$ cat config.mk
export PLATFORM = sky130hd
export DESIGN_NAME = sr_latch_bank
export DESIGN_NICKNAME = d
export VERILOG_FILES = /design/src/rtl/sr_latch_pkg.sv /design/src/rtl/sr_latch_cell.sv /design/src/rtl/sr_latch_bank.sv
export SDC_FILE = /design/constraint.sdc
export NUM_CORES = 1
export LEC_CHECK = 0
export BUFFER_PORTS_ARGS = -buffer_cell sky130_fd_sc_hd__buf_2
export CORE_MARGIN = 4
export CORE_UTILIZATION = 38
export DETAILED_ROUTE_END_ITERATION = 7
export PLACE_DENSITY = 0.62
export SLEW_MARGIN = 20
export SYNTH_ARGS = -nofsm -noshare
export SYNTH_HDL_FRONTEND = slang
export SYNTH_HIERARCHICAL = 1
export SYNTH_SLANG_ARGS = --single-unit
$ cat constraint.sdc
create_clock -name clk -period 2.78 [get_ports clk]
set_clock_uncertainty 0.05 [all_clocks]
set_input_delay 0.278 -clock clk [delete_from_list [all_inputs] [get_ports clk]]
set_output_delay 0.278 -clock clk [all_outputs]
set_load 0.03 [all_outputs]
$ cat src/rtl/sr_latch_pkg.sv
// Shared types and constants for the clocked SR latch bank.
package sr_latch_pkg;

  // Policy a channel applies when both accepted levels are high.
  typedef enum logic [1:0] {
    SR_RST_DOM = 2'b00,
    SR_SET_DOM = 2'b01,
    SR_HOLD    = 2'b10,
    SR_TOGGLE  = 2'b11
  } sr_mode_e;

  // Filter counter width, sized for the largest allowed FILTER_CYCLES (16).
  localparam int unsigned SR_CNT_W = $clog2(16) + 1;

endpackage

$ cat src/rtl/sr_latch_cell.sv
// One set/reset channel: input synchroniser, glitch filter, state, conflict flag, change pulse.
module sr_latch_cell
  import sr_latch_pkg::*;
#(
  parameter int unsigned SYNC_STAGES   = 2,
  parameter int unsigned FILTER_CYCLES = 1,
  parameter sr_mode_e    MODE          = SR_RST_DOM,
  parameter logic        INIT          = 1'b0
) (
  input  logic clk,
  input  logic rst_n,
  input  logic s,
  input  logic r,
  input  logic clr,
  input  logic clr_conflict,
  output logic q,
  output logic qn,
  output logic chg,
  output logic conflict
);

  localparam logic [SR_CNT_W-1:0] FILT_CNT = SR_CNT_W'(FILTER_CYCLES);

  logic s_sync;
  logic r_sync;

  if (SYNC_STAGES == 0) begin : g_nosync
    assign s_sync = s;
    assign r_sync = r;
  end else begin : g_sync
    logic [SYNC_STAGES-1:0] s_sync_q, s_sync_d;
    logic [SYNC_STAGES-1:0] r_sync_q, r_sync_d;

    // Shift raw inputs through the synchroniser chain; clr leaves it alone.
    always_comb begin
      s_sync_d    = s_sync_q << 1;
      s_sync_d[0] = s;
      r_sync_d    = r_sync_q << 1;
      r_sync_d[0] = r;
    end

    always_ff @(posedge clk or negedge rst_n) begin
      if (!rst_n) begin
        s_sync_q <= '0;
        r_sync_q <= '0;
      end else begin
        s_sync_q <= s_sync_d;
        r_sync_q <= r_sync_d;
      end
    end

    assign s_sync = s_sync_q[SYNC_STAGES-1];
    assign r_sync = r_sync_q[SYNC_STAGES-1];
  end

  logic                sf_q, sf_d, rf_q, rf_d;
  logic [SR_CNT_W-1:0] cnt_s_q, cnt_s_d, cnt_s_inc;
  logic [SR_CNT_W-1:0] cnt_r_q, cnt_r_d, cnt_r_inc;
  logic                q_q, q_d;
  logic                chg_q, chg_d;
  logic                conflict_q, conflict_d;
  logic                both_d;

  // Filter, state policy and flags; the toggle fires only on entry into "both".
  always_comb begin
    sf_d      = sf_q;
    rf_d      = rf_q;
    cnt_s_d   = '0;
    cnt_r_d   = '0;
    cnt_s_inc = cnt_s_q + SR_CNT_W'(1);
    cnt_r_inc = cnt_r_q + SR_CNT_W'(1);

    if (s_sync != sf_q) begin
      if (cnt_s_inc == FILT_CNT) sf_d = ~sf_q;
      else                       cnt_s_d = cnt_s_inc;
    end
    if (r_sync != rf_q) begin
      if (cnt_r_inc == FILT_CNT) rf_d = ~rf_q;
      else                       cnt_r_d = cnt_r_inc;
    end

    both_d = sf_d & rf_d;
    q_d    = q_q;
    if (sf_d && !rf_d) begin
      q_d = 1'b1;
    end else if (rf_d && !sf_d) begin
      q_d = 1'b0;
    end else if (both_d) begin
      case (MODE)
        SR_RST_DOM: q_d = 1'b0;
        SR_SET_DOM: q_d = 1'b1;
        SR_HOLD:    q_d = q_q;
        SR_TOGGLE:  q_d = (sf_q & rf_q) ? q_q : ~q_q;
        default:    q_d = q_q;
      endcase
    end

    conflict_d = conflict_q;
    if (both_d)            conflict_d = 1'b1;
    else if (clr_conflict) conflict_d = 1'b0;

    chg_d = (q_d != q_q);

    if (clr) begin
      sf_d       = 1'b0;
      rf_d       = 1'b0;
      cnt_s_d    = '0;
      cnt_r_d    = '0;
      q_d        = INIT;
      conflict_d = 1'b0;
      chg_d      = 1'b0;
    end
  end

  always_ff @(posedge clk or negedge rst_n) begin
    if (!rst_n) begin
      sf_q       <= 1'b0;
      rf_q       <= 1'b0;
      cnt_s_q    <= '0;
      cnt_r_q    <= '0;
      q_q        <= INIT;
      chg_q      <= 1'b0;
      conflict_q <= 1'b0;
    end else begin
      sf_q       <= sf_d;
      rf_q       <= rf_d;
      cnt_s_q    <= cnt_s_d;
      cnt_r_q    <= cnt_r_d;
      q_q        <= q_d;
      chg_q      <= chg_d;
      conflict_q <= conflict_d;
    end
  end

  assign q        = q_q;
  assign qn       = ~q_q;
  assign chg      = chg_q;
  assign conflict = conflict_q;

endmodule

$ cat src/rtl/sr_latch_bank.sv
// Bank of N independent clocked SR channels with per-channel S=R=1 policy.
module sr_latch_bank
  import sr_latch_pkg::*;
#(
  parameter int unsigned    N             = 4,
  parameter int unsigned    SYNC_STAGES   = 2,
  parameter int unsigned    FILTER_CYCLES = 1,
  parameter logic [2*N-1:0] MODE          = '0,
  parameter logic [N-1:0]   INIT          = '0
) (
  input  logic         clk,
  input  logic         rst_n,
  input  logic [N-1:0] s,
  input  logic [N-1:0] r,
  input  logic         clr,
  input  logic [N-1:0] clr_conflict,
  output logic [N-1:0] q,
  output logic [N-1:0] qn,
  output logic [N-1:0] chg,
  output logic [N-1:0] conflict
);

  for (genvar i = 0; i < N; i++) begin : g_ch
    sr_latch_cell #(
      .SYNC_STAGES  (SYNC_STAGES),
      .FILTER_CYCLES(FILTER_CYCLES),
      .MODE         (sr_mode_e'(MODE[2*i+1 -: 2])),
      .INIT         (INIT[i])
    ) u_cell (
      .clk         (clk),
      .rst_n       (rst_n),
      .s           (s[i]),
      .r           (r[i]),
      .clr         (clr),
      .clr_conflict(clr_conflict[i]),
      .q           (q[i]),
      .qn          (qn[i]),
      .chg         (chg[i]),
      .conflict    (conflict[i])
    );
  end

endmodule

==> impl_summary.log <==
INFO  metric sw_frac_of_total = 0.2296
INFO  metric power.clock.fraction = 0.407
INFO  metric most-common-layout-cells = dfrtp_1, nor2_1, inv_1
INFO  metric power.share.combinational = 0.066
INFO  metric vias_in_the_first_global_route = 2,466
INFO  metric final_antenna_net_count = 0
INFO  metric routed_length_per_instance = 11.81 um
INFO  metric path_delay_family = simple AND/OR/NAND/NOR gates
INFO  metric insertion_delay = 0.34 ns
INFO  metric number_of_detailed_route_iterations_in_the_first_pass = 4
INFO  metric hold_buffers = 8
INFO  metric run_status = complete, no violations
INFO  metric cp-end-kind = flop
INFO  metric multi_input_comb_area = 1570 um2
INFO  metric p_int = 1677 uW
INFO  metric worst_path_largest_cell_delay = 0.43 ns
INFO  metric startpoint_type = flop
INFO  metric power.switching = 499.7 uW
INFO  metric grt_pass1_wl = 11,060 um
INFO  metric required = 3.01 ns
INFO  metric seq_area = 1902 um2
INFO  metric cts_made_buffers = 9
INFO  metric final_hold_viol_count = 0
INFO  metric path_depth = 6
INFO  metric vdd_ir_drop_max = 335.8 uV
INFO  metric synthesis.area = 3592 um2
INFO  metric share_seq_of_total_power = 0.527
INFO  metric floorplan.io_pins = 31
INFO  metric crit_path_max_fo = 6
INFO  metric path_type_of_the_worst_min_delay_path = input port to async pin
INFO  metric fmaxAchievable = 477.5 MHz
INFO  metric remaining_drc_errors = 0
INFO  metric cts_setup_buffers = 0
INFO  metric area_growth_syn_to_layout = 16.58%
INFO  metric placement_rows = 35
INFO  metric detailedPlacementHpwl = 4065 um
INFO  metric number_of_pins_exceeding_their_max_slew_limit_in_the_final_report = 0
INFO  metric top_post_synthesis_cells_by_area = dfrtp_1, ha_1, xor2_1
INFO  metric powerDensity = 519.8 nW/um2
INFO  metric tightest_slew = 0.9369 ns
INFO  metric drive_gt1_frac = 0.1675
INFO  metric yosysUniqueCellTypes = 34
INFO  metric cts_max_path_buffers = 2
INFO  metric synthesis.area_per_instance = 10.89 um2
INFO  metric routed-via-count = 2,423
INFO  metric synth_async_sr_flop_share = 1.000
INFO  metric synthesis.yosys.warnings = 6
INFO  metric diodes = 0
INFO  metric synth_sequential_area_ratio = 0.5294
INFO  metric floorplan.die_area = 11,070 um2
INFO  metric drv_cap = 0
INFO  metric period_minus_slack = 2.094 ns
INFO  metric die-width = 105.2 um
INFO  metric layout.cell_area.non_filler = 4188 um2
INFO  metric yosys_top_cell_area_share = 0.5294
INFO  metric worst-path-buf-inv = 0
INFO  metric timing.final.crit_share = 0.7533
INFO  metric final_wirelength = 6033 um
INFO  metric cts_resized = 0
INFO  metric reg2reg_from = g_ch[1].u_cell/cnt_r_q[0]
INFO  metric finalNetCount = 409
INFO  metric count_of_filler_cells_inserted_in_the_layout = 851
INFO  metric worstRegToRegCells = 6
INFO  metric setup-tns-final = 0 ns
INFO  metric p_leak = 0.001868 uW
INFO  metric setup_viol_count_final = 0
INFO  metric cts-root-buf = clkbuf_8
INFO  metric post_synth_inst_count = 330
INFO  metric path_cells = ha_1, nor4_2, mux2_2, and4_4, or3_1, o21ai_2
INFO  metric grt_remaining_overflow = 0
INFO  metric synth.net_count = 361
INFO  metric grt_setup_unrepaired = no
INFO  metric gp_routability_congestion = 0.7194
INFO  metric cp_slowest_cell = dfrtp_1
INFO  metric arrival = 2.32 ns
INFO  metric clock_sinks = 76
INFO  metric cts_tree = yes
INFO  metric drt_iter0_markers = 58
INFO  metric yosysTopAreaCell = dfrtp_1
INFO  metric postSynthRegisterBits = 76
INFO  metric grt_start_max_net_pins = 77
INFO  metric gr-usage-all-layers = 0.1216
INFO  metric synthFlopType = dfrtp_1
INFO  metric clk_pin_slew = 0.08 ns
INFO  metric synth_edf_count = 0
INFO  metric cts_htree_levels = 3
INFO  metric most_common_cell_after_layout_fill_and_taps_aside = dfrtp_1
INFO  metric critPathKind = flop to flop
INFO  metric via_per_inst = 4.742
INFO  metric initial_utilization = 0.3888
INFO  metric buffer_ports.inserted = 30
INFO  metric power.total = 2177 uW
INFO  metric die_height = 105.2 um
INFO  metric crit_start = g_ch[1].u_cell/cnt_r_q[0]
INFO  metric floorplan.core_area = 9240 um2
INFO  metric antenna_found_initial = 0
INFO  metric placement.cell_area = 3902 um2
INFO  metric worst_slew_margin_relative_to_its_limit = 0.3754
routing by layer:
metal / vias up / wire length, um / track usage
li1: 1217 / - / -
met1: 1181 / 2830 / 0.1484
met2: 18 / 2926 / 0.2054
met3: 7 / 177 / 0.02756
met4: 0 / 99 / 0.05342
met5: - / 0 / 0
final timing paths:
| kind | end | slack, ns |
|---|---|---|
| worst max-delay path | g_ch[1].u_cell/chg | 0.69 |
| worst min-delay path | g_ch[2].u_cell/conflict | 0.03 |
| worst max register to register | g_ch[1].u_cell/chg | 0.69 |
| worst min register to register | g_ch[1].u_cell/g_sync.r_sync_q[1] | 0.30 |
| max in group asynchronous | g_ch[0].u_cell/cnt_s_q[0] | 2.05 |
| min in group clk | g_ch[1].u_cell/conflict | 0.15 |
logic make-up after synthesis:
| logic type | after synthesis | synth area share |
|---|---|---|
| multiplexers | 5 | 0.01428 |
| flip-flops | 76 | 0.5294 |
| AO/OA/AOI/OAI | 42 | 0.1007 |
| buffers and inverters | 32 | 0.03344 |
| AND/OR/NAND/NOR | 123 | 0.1787 |
| adder cells (fa/ha/maj) | 16 | 0.05573 |
| XOR/XNOR | 36 | 0.08778 |
layout make-up:
| cell class | count | share of cell area |
|---|---|---|
| clock buffer | 10 | 0.03047 |
| clock inverter | 5 | 0.01852 |
| inverter | 31 | 0.02779 |
| multi-input combinational | 222 | 0.3750 |
| sequential | 76 | 0.4541 |
| tap | 129 | 0.03854 |
| timing repair buffer | 38 | 0.05557 |
worst register-to-register path: cells and delay by family (launching register included):
kind,cells,cell delay (ns)
fa+ha+maj,1,0.29
mux,1,0.40
compound gates,1,0.06
simple gates,3,0.80
flops,1,0.43
power by group through the flow:
| stage | logic [uW] | registers (uW) | clock network (uW) |
|---|---|---|---|
| after floorplan | 58.7 | 1180 | 0 |
| after global routing | 162 | 1150 | 966 |
| after CTS | 148 | 1150 | 922 |
| after detailed placement | 138 | 1170 | 0 |
| final | 144 | 1150 | 887 |
| after global placement | 137 | 1170 | 0 |
synth_stat cells (4+ instances only):
master / n
o31ai_1: 4
inv_1: 31
ha_1: 16
o21ai_2: 4
nor3b_1: 4
nor3_1: 8
nand3_1: 23
a211oi_1: 4
a211o_1: 5
nand2b_1: 12
a31o_1: 7
xnor2_1: 15
mux2i_1: 4
nand2_1: 9
xor2_1: 21
dfrtp_1: 76
nand4_1: 6
nor2_1: 44
a21oi_1: 7
flip-flops by register name (all words and copies together), names as in the netlist:
register,cells
g_ch.u_cell/cnt_s_q,20
g_ch.u_cell/g_sync.r_sync_q,8
g_ch.u_cell/rf_q,4
g_ch.u_cell/sf_q,4
g_ch.u_cell/cnt_r_q,20
g_ch.u_cell/chg,4
g_ch.u_cell/conflict,4
g_ch.u_cell/g_sync.s_sync_q,8
g_ch.u_cell/q,4
per-stage QoR:
stage | hold slack, ns | util | setup WS, ns | cells
finish | 0.02930 | 0.4532 | 0.6859 | 511
global route | 0.1190 | 0.4532 | 0.6096 | 511
CTS | 0.05858 | 0.4532 | 0.6878 | 511
detailed placement | 0.2847 | 0.4223 | 0.7052 | 488
global placement | 0.2827 | 0.4223 | 0.7526 | 488
floorplan | -0.06759 | - | 0.8067 | 330
Note: power is estimated with default switching activity, not from simulation.
